<file path="src/rtl/bit_serializer.sv">
// bit_serializer
//   Parallel-to-serial front end for the single-bit stream consumed by the
//   downstream four-ones detector. Accepts WIDTH-bit words over a
//   valid/ready handshake and shifts them out one bit per clock on `data`.
//   A one-word holding register lets consecutive words stream without gaps.
//   When nothing is in flight `data` is held at 0.
//
// Parameters
//   WIDTH     : word width in bits (>= 2)
//   MSB_FIRST : 1 = bit WIDTH-1 leaves first, 0 = bit 0 leaves first
//
// Ports
//   clk      : clock, all state changes on the rising edge
//   rst      : synchronous active-high reset
//   in_valid : upstream word present
//   in_data  : upstream word, sampled only on accept
//   in_ready : block can accept a word this cycle
//   data     : serial bit stream
//   last     : high while `data` carries the final bit of a word
//   busy     : a word is shifting or a word is held
module bit_serializer #(
  parameter int WIDTH     = 8,
  parameter bit MSB_FIRST = 1'b1
) (
  input  logic             clk,
  input  logic             rst,
  input  logic             in_valid,
  input  logic [WIDTH-1:0] in_data,
  output logic             in_ready,
  output logic             data,
  output logic             last,
  output logic             busy
);

  localparam int CW = (WIDTH > 1) ? $clog2(WIDTH) : 1;
  localparam logic [CW-1:0] CNT_LAST = CW'(WIDTH - 1);

  typedef enum logic {
    IDLE  = 1'b0,
    SHIFT = 1'b1
  } state_t;

  state_t           state;
  logic [WIDTH-1:0] sr;
  logic [WIDTH-1:0] hb;
  logic             hold_valid;
  logic [CW-1:0]    cnt;

  logic             accept;
  logic             shifter_free;
  logic             active;
  logic [WIDTH-1:0] sr_next_shift;
  logic             sr_out;

  assign active       = (state == SHIFT);
  assign in_ready     = ~hold_valid & ~rst;
  assign accept       = in_valid & in_ready;
  // The shifter can take a new word when idle or when its final bit ends now.
  assign shifter_free = ~active | (cnt == CNT_LAST);

  always_comb begin
    sr_next_shift = '0;
    sr_out        = 1'b0;
    if (MSB_FIRST) begin
      sr_next_shift = {sr[WIDTH-2:0], 1'b0};
      sr_out        = sr[WIDTH-1];
    end else begin
      sr_next_shift = {1'b0, sr[WIDTH-1:1]};
      sr_out        = sr[0];
    end
  end

  always_ff @(posedge clk) begin
    if (rst) begin
      state      <= IDLE;
      cnt        <= '0;
      sr         <= '0;
      hb         <= '0;
      hold_valid <= 1'b0;
    end else if (shifter_free && hold_valid) begin
      // Drain the holding register; a word arriving on the same edge refills it.
      state      <= SHIFT;
      cnt        <= '0;
      sr         <= hb;
      hold_valid <= accept;
      if (accept) begin
        hb <= in_data;
      end
    end else if (shifter_free && accept) begin
      state <= SHIFT;
      cnt   <= '0;
      sr    <= in_data;
    end else if (shifter_free) begin
      state <= IDLE;
      cnt   <= '0;
    end else begin
      cnt <= cnt + CW'(1);
      sr  <= sr_next_shift;
      if (accept) begin
        hb         <= in_data;
        hold_valid <= 1'b1;
      end
    end
  end

  assign data = active & sr_out;
  assign last = active & (cnt == CNT_LAST);
  assign busy = active | hold_valid;

endmodule

</file>
<file path="config.mk">
export PLATFORM = sky130hd
export DESIGN_NAME = bit_serializer
export DESIGN_NICKNAME = d
export VERILOG_FILES = /design/src/rtl/bit_serializer.sv
export SDC_FILE = /design/constraint.sdc
export NUM_CORES = 1
export LEC_CHECK = 0
export BUFFER_PORTS_ARGS = -buffer_cell sky130_fd_sc_hd__buf_2
export CORE_MARGIN = 1.5
export CORE_UTILIZATION = 50
export CTS_CLUSTER_DIAMETER = 80
export DETAILED_ROUTE_END_ITERATION = 12
export PLACE_DENSITY = 0.71
export SYNTH_ARGS = -nofsm -noshare
export SYNTH_HDL_FRONTEND = slang
export SYNTH_SLANG_ARGS = --single-unit
</file>
<file path="constraint.sdc">
create_clock -name clk -period 4.13 [get_ports clk]
set_clock_uncertainty 0.1 [all_clocks]
set_input_delay 0.826 -clock clk [delete_from_list [all_inputs] [get_ports clk]]
set_output_delay 0.826 -clock clk [all_outputs]
set_load 0.05 [all_outputs]
</file>
Word level (Yosys, flattened, before mapping)
Cells that the tools add are included.
{ "word_totals": {"inputBits": 11, "register_bits": 21, "output_inout_bits": 4, "wordCells": 40} }
{ "classes": {"bitwise_logic": 9, "eq_ne": 4, "addsub": 1, "reduce_logical": 7, "n_mux": 14} }
{ "op_table": {"columns": ["op", "n"], "rows": [
  ["2-to-1 mux 8 bit", 7],
  ["2-to-1 mux 1 bit", 7],
  ["bitwise AND 1 bit", 4],
  ["OR reduction 4 bit", 1],
  ["adder 3 x 1 -> 3 bit, second input constant", 1],
  ["== test 3 bit, second input constant", 1],
  ["!= test 3 x 1 -> 1 bit, second input constant", 1],
  ["NOT 1 bit", 3],
  ["AND reduction 3 bit", 1],
  ["nonzero test 3 bit", 1],
  ["logical AND 1 bit", 2],
  ["!= test 2 x 1 -> 1 bit, second input constant", 1],
  ["!= test 2 bit, second input constant", 1],
  ["bitwise OR 1 bit", 2],
  ["AND reduction 2 bit", 1],
  ["nonzero test 2 bit", 1]
]} }

Logic depth before layout (Yosys ltp)
{ "logic_depth": {"depth_word": 7, "depth_mapped": 7, "mapped_depth_nobuf": 6} }

Worst setup path before layout
Ideal clock, no wire load.
{ "synth_timing": {"kind": "input-to-output", "start": "input rst", "end": "output in_ready", "n_path_buf": 2, "arrival_time_ns": 1.884, "path_stages": 3, "required_ns": 3.204, "slack_ns": 1.320, "path_cell_list": "clkbuf_1 clkbuf_1 nor2_1"} }
{ "synth_between": {"elab_chain_cells": 2} }
{ "synth_rtl": {"columns": ["item", "line", "rtl"], "rows": [
  ["start: declaration", "26", "input logic rst,"],
  ["NOT 1 bit", "56", "assign in_ready = ~hold_valid & ~rst;"],
  ["bitwise AND 1 bit", "56", null],
  ["end: declaration", "29", "output logic in_ready,"]
]} }
Every way passes these cells.

Final worst setup path
{ "layout_timing": {"start": "register hold_valid", "end": "output busy"} }
{ "layout_between": {"elab_chain_cells": 1} }
{ "layout_rtl": {"columns": ["item", "line", "rtl"], "rows": [
  ["start: declaration", "46", "logic hold_valid;"],
  ["start signal: assignment", "85", "hold_valid <= accept;"],
  ["bitwise OR 1 bit", "108", "assign busy = active | hold_valid;"],
  ["end: declaration", "32", "output logic busy"]
]} }
Every way passes these cells.

==> results.md <==
* Setup_tns at 0 ns
* Peak VDD IR at roughly 0.26 mV
* Drt initial violations at 23
* Routed vias/inst at approximately 5.7
* Worst Setup Start Kind: flop
* Crit path kind: flop to primary output
* Root Buffer: clkbuf_4
* Syn Nets at around 130
* Worst Path Max Fanout at 24
* Final antenna-violating net count at 0
* Initial cell density of the core at between 50% and 60%
* Fmax at around 400 MHz
* Min Tclk post-route at ~2.5 ns
* Hpwl dp at between 1000 and 1500 um
* Ports at 15
* Number of global-route vias before repair at ~710
* Register area share after synthesis at roughly 43%
* Pre-Repair DR Iteration Count at 4
* CP required at 3.20 ns
* Layout area overhead at 10.1%
* First-pass GRT wire length at slightly above 3000 um
* Clk sinks at 21
* CTS Hold Bufs at 0
* Routed wire length at ~1900 um
* CTS clk-pin slew, worst paths at 0.12 ns
* Number of synthesized register bits at 21
* Post-route DRC at 0
* Synth Warn # at 0
* Final Hold Viols at 0
* Synth Instances at around 110
* Share of layout cells above drive strength 1 at between 10% and 20%
* Dominant cell type by area after synthesis: dfxtp_1
* Min Hold Slack at roughly 0.34 ns
* Overflow after GRT at 0
* RSZ-0062 raised after global routing: no
* PD cells at ~350 nW/um2
* Clock Latency Late Sink at approximately 0.30 ns
* Final Cycle Share at approximately three fifths
* Max-cap violations at 0
* Slew Viols, Final at 0
* Worst slew margin at between 50% and 60%
* Avg WL per Cell at about 13 um
* Num rows at 15
* Cell variety after synth at 22
* Class of the worst hold path: flop to flop
* Arr. time, crit path at 1.60 ns
* # diodes at 0
* Post-synthesis area per instance at slightly below 9 um2
* CP Capture Type: primary output
* Vias at ~850
* DIE AREA at 2210 um2
* Placer Congestion at 0.833
* Tightest Pin Transition at around 0.73 ns
* Status: finished, final reports clean
* Fill cells at between 150 and 200
* Cts bufs inserted at 3
* Area share of the largest cell type after synthesis at 43.4%
* Die width at between 40 and 50 um
* Number of H-tree levels at 1
* Port bufs at 14
* CTS tree: done
* Core ar. at 1760 um2
* Die Y at around 47 um
* Static Leak at between 0.4 and 0.5 nW
* CTS max path bufs at 2
* Tot GR Track Use at between 20% and 30%
* Setup Buffers After CTS at 0
* Post_cts resized at 0
* Layout Nets at roughly 140
* Initial antenna violation count at 0
* Largest net degree at the start of global routing at 25
* Synthesized area at about 970 um2
* Final setup violation count at 0
* Util after Layout at about three fifths
* Area contributors post-synth: dfxtp_1, a21oi_1, a32o_1
-- critical path, stage by stage, from the launching register on --
cell and delay [ns]:
dfxtp_1 0.81, or2_2 0.22, buf_2 0.26
-- registers in the layout, indices dropped and copies added, names as in the netlist --
signal	cells
hb	8
sr	8
hold_valid	1
cnt	3
active	1
-- path summary, 6_finish.rpt --
| path | depth (start not counted) | slack (ns) | from | end |
|---|---|---|---|---|
| worst max-delay path | 2 | 1.61 | hold_valid | busy |
| worst min-delay path | 1 | 0.34 | cnt[0] | cnt[0] |
| worst max register to register | 4 | 1.98 | hold_valid | sr[3] |
| worst min register to register | 1 | 0.34 | cnt[0] | cnt[0] |
-- metal layers --
metal | GRT usage [%] | wire length (um) | vias up
met1 | 28.8 | 944 | 393
li1 | - | - | 431
met2 | 28.8 | 864 | 27
met3 | 3.46 | 94 | 2
met5 | 0 | 0 | -
met4 | 10.0 | 12 | 0
-- logic make-up after synthesis --
family          synth area share (%)
simple gates                    32.7
compound gates                  16.3
flops                           43.4
buf+inv                         4.01
fa+ha+maj                       2.58
mux                             1.03
-- area by class of cell --
class                   count  area [um2]  share of cell area [%]
clock buffers               3        22.5                    2.11
multi-input cells          84         509                    47.8
clock inverters             1        5.00                   0.469
repair buffers             15        77.6                    7.28
flip-flops and latches     21         420                    39.4
well taps                  25        31.3                    2.93
-- cells in the mapped netlist --
cell type  instances
nand2b_1           1
dfxtp_1           21
and2_1             4
or2_2              1
or3_1              7
buf_2              4
nand3_1            8
nand2_1           16
or4_1              7
nor2b_1            3
clkbuf_1           2
buf_6              1
ha_1               2
a21oi_1           16
mux2i_1            1
a32o_1             7
nor2_1             4
nor3_1             3
nor2b_4            1
o21a_1             1
nor4_2             1
nor3b_1            1
-- per-stage QoR --
step,cell area (um2),cells,setup WS (ns),power (mW)
floorplan,968,112,1.32,0.267
global placement,1040,145,1.78,0.281
detailed placement,1040,145,1.74,0.282
CTS,1070,149,1.63,0.379
global route,1070,149,1.51,0.394
finish,1070,149,1.61,0.374
-- report_power, final --
part | total (mW) | switching, mW | internal [mW]
Combinational | 0.0580 | 0.0343 | 0.0237
Clock | 0.0966 | 0.0604 | 0.0361
Sequential | 0.220 | 0.00743 | 0.212
-- layout by cell type (no fill, tap or decap) --
| master | n |
|---|---|
| dfxtp_1 | 21 |
| a21oi_1 | 16 |
| nand2_1 | 16 |
| buf_2 | 14 |
| nand3_1 | 8 |
| or3_1 | 7 |
| or4_1 | 7 |
| a32o_1 | 7 |
| nor2_1 | 4 |
| and2_1 | 4 |
| nor3_1 | 3 |
| nor2b_1 | 3 |
| clkbuf_4 | 3 |
| ha_1 | 2 |
| or2_2 | 1 |
| mux2i_1 | 1 |
| nor2b_4 | 1 |
| nand2b_1 | 1 |
| nor4_2 | 1 |
| nor3b_1 | 1 |
| o21a_1 | 1 |
| clkinv_2 | 1 |
| buf_4 | 1 |
(Power assumes the default switching activity.)
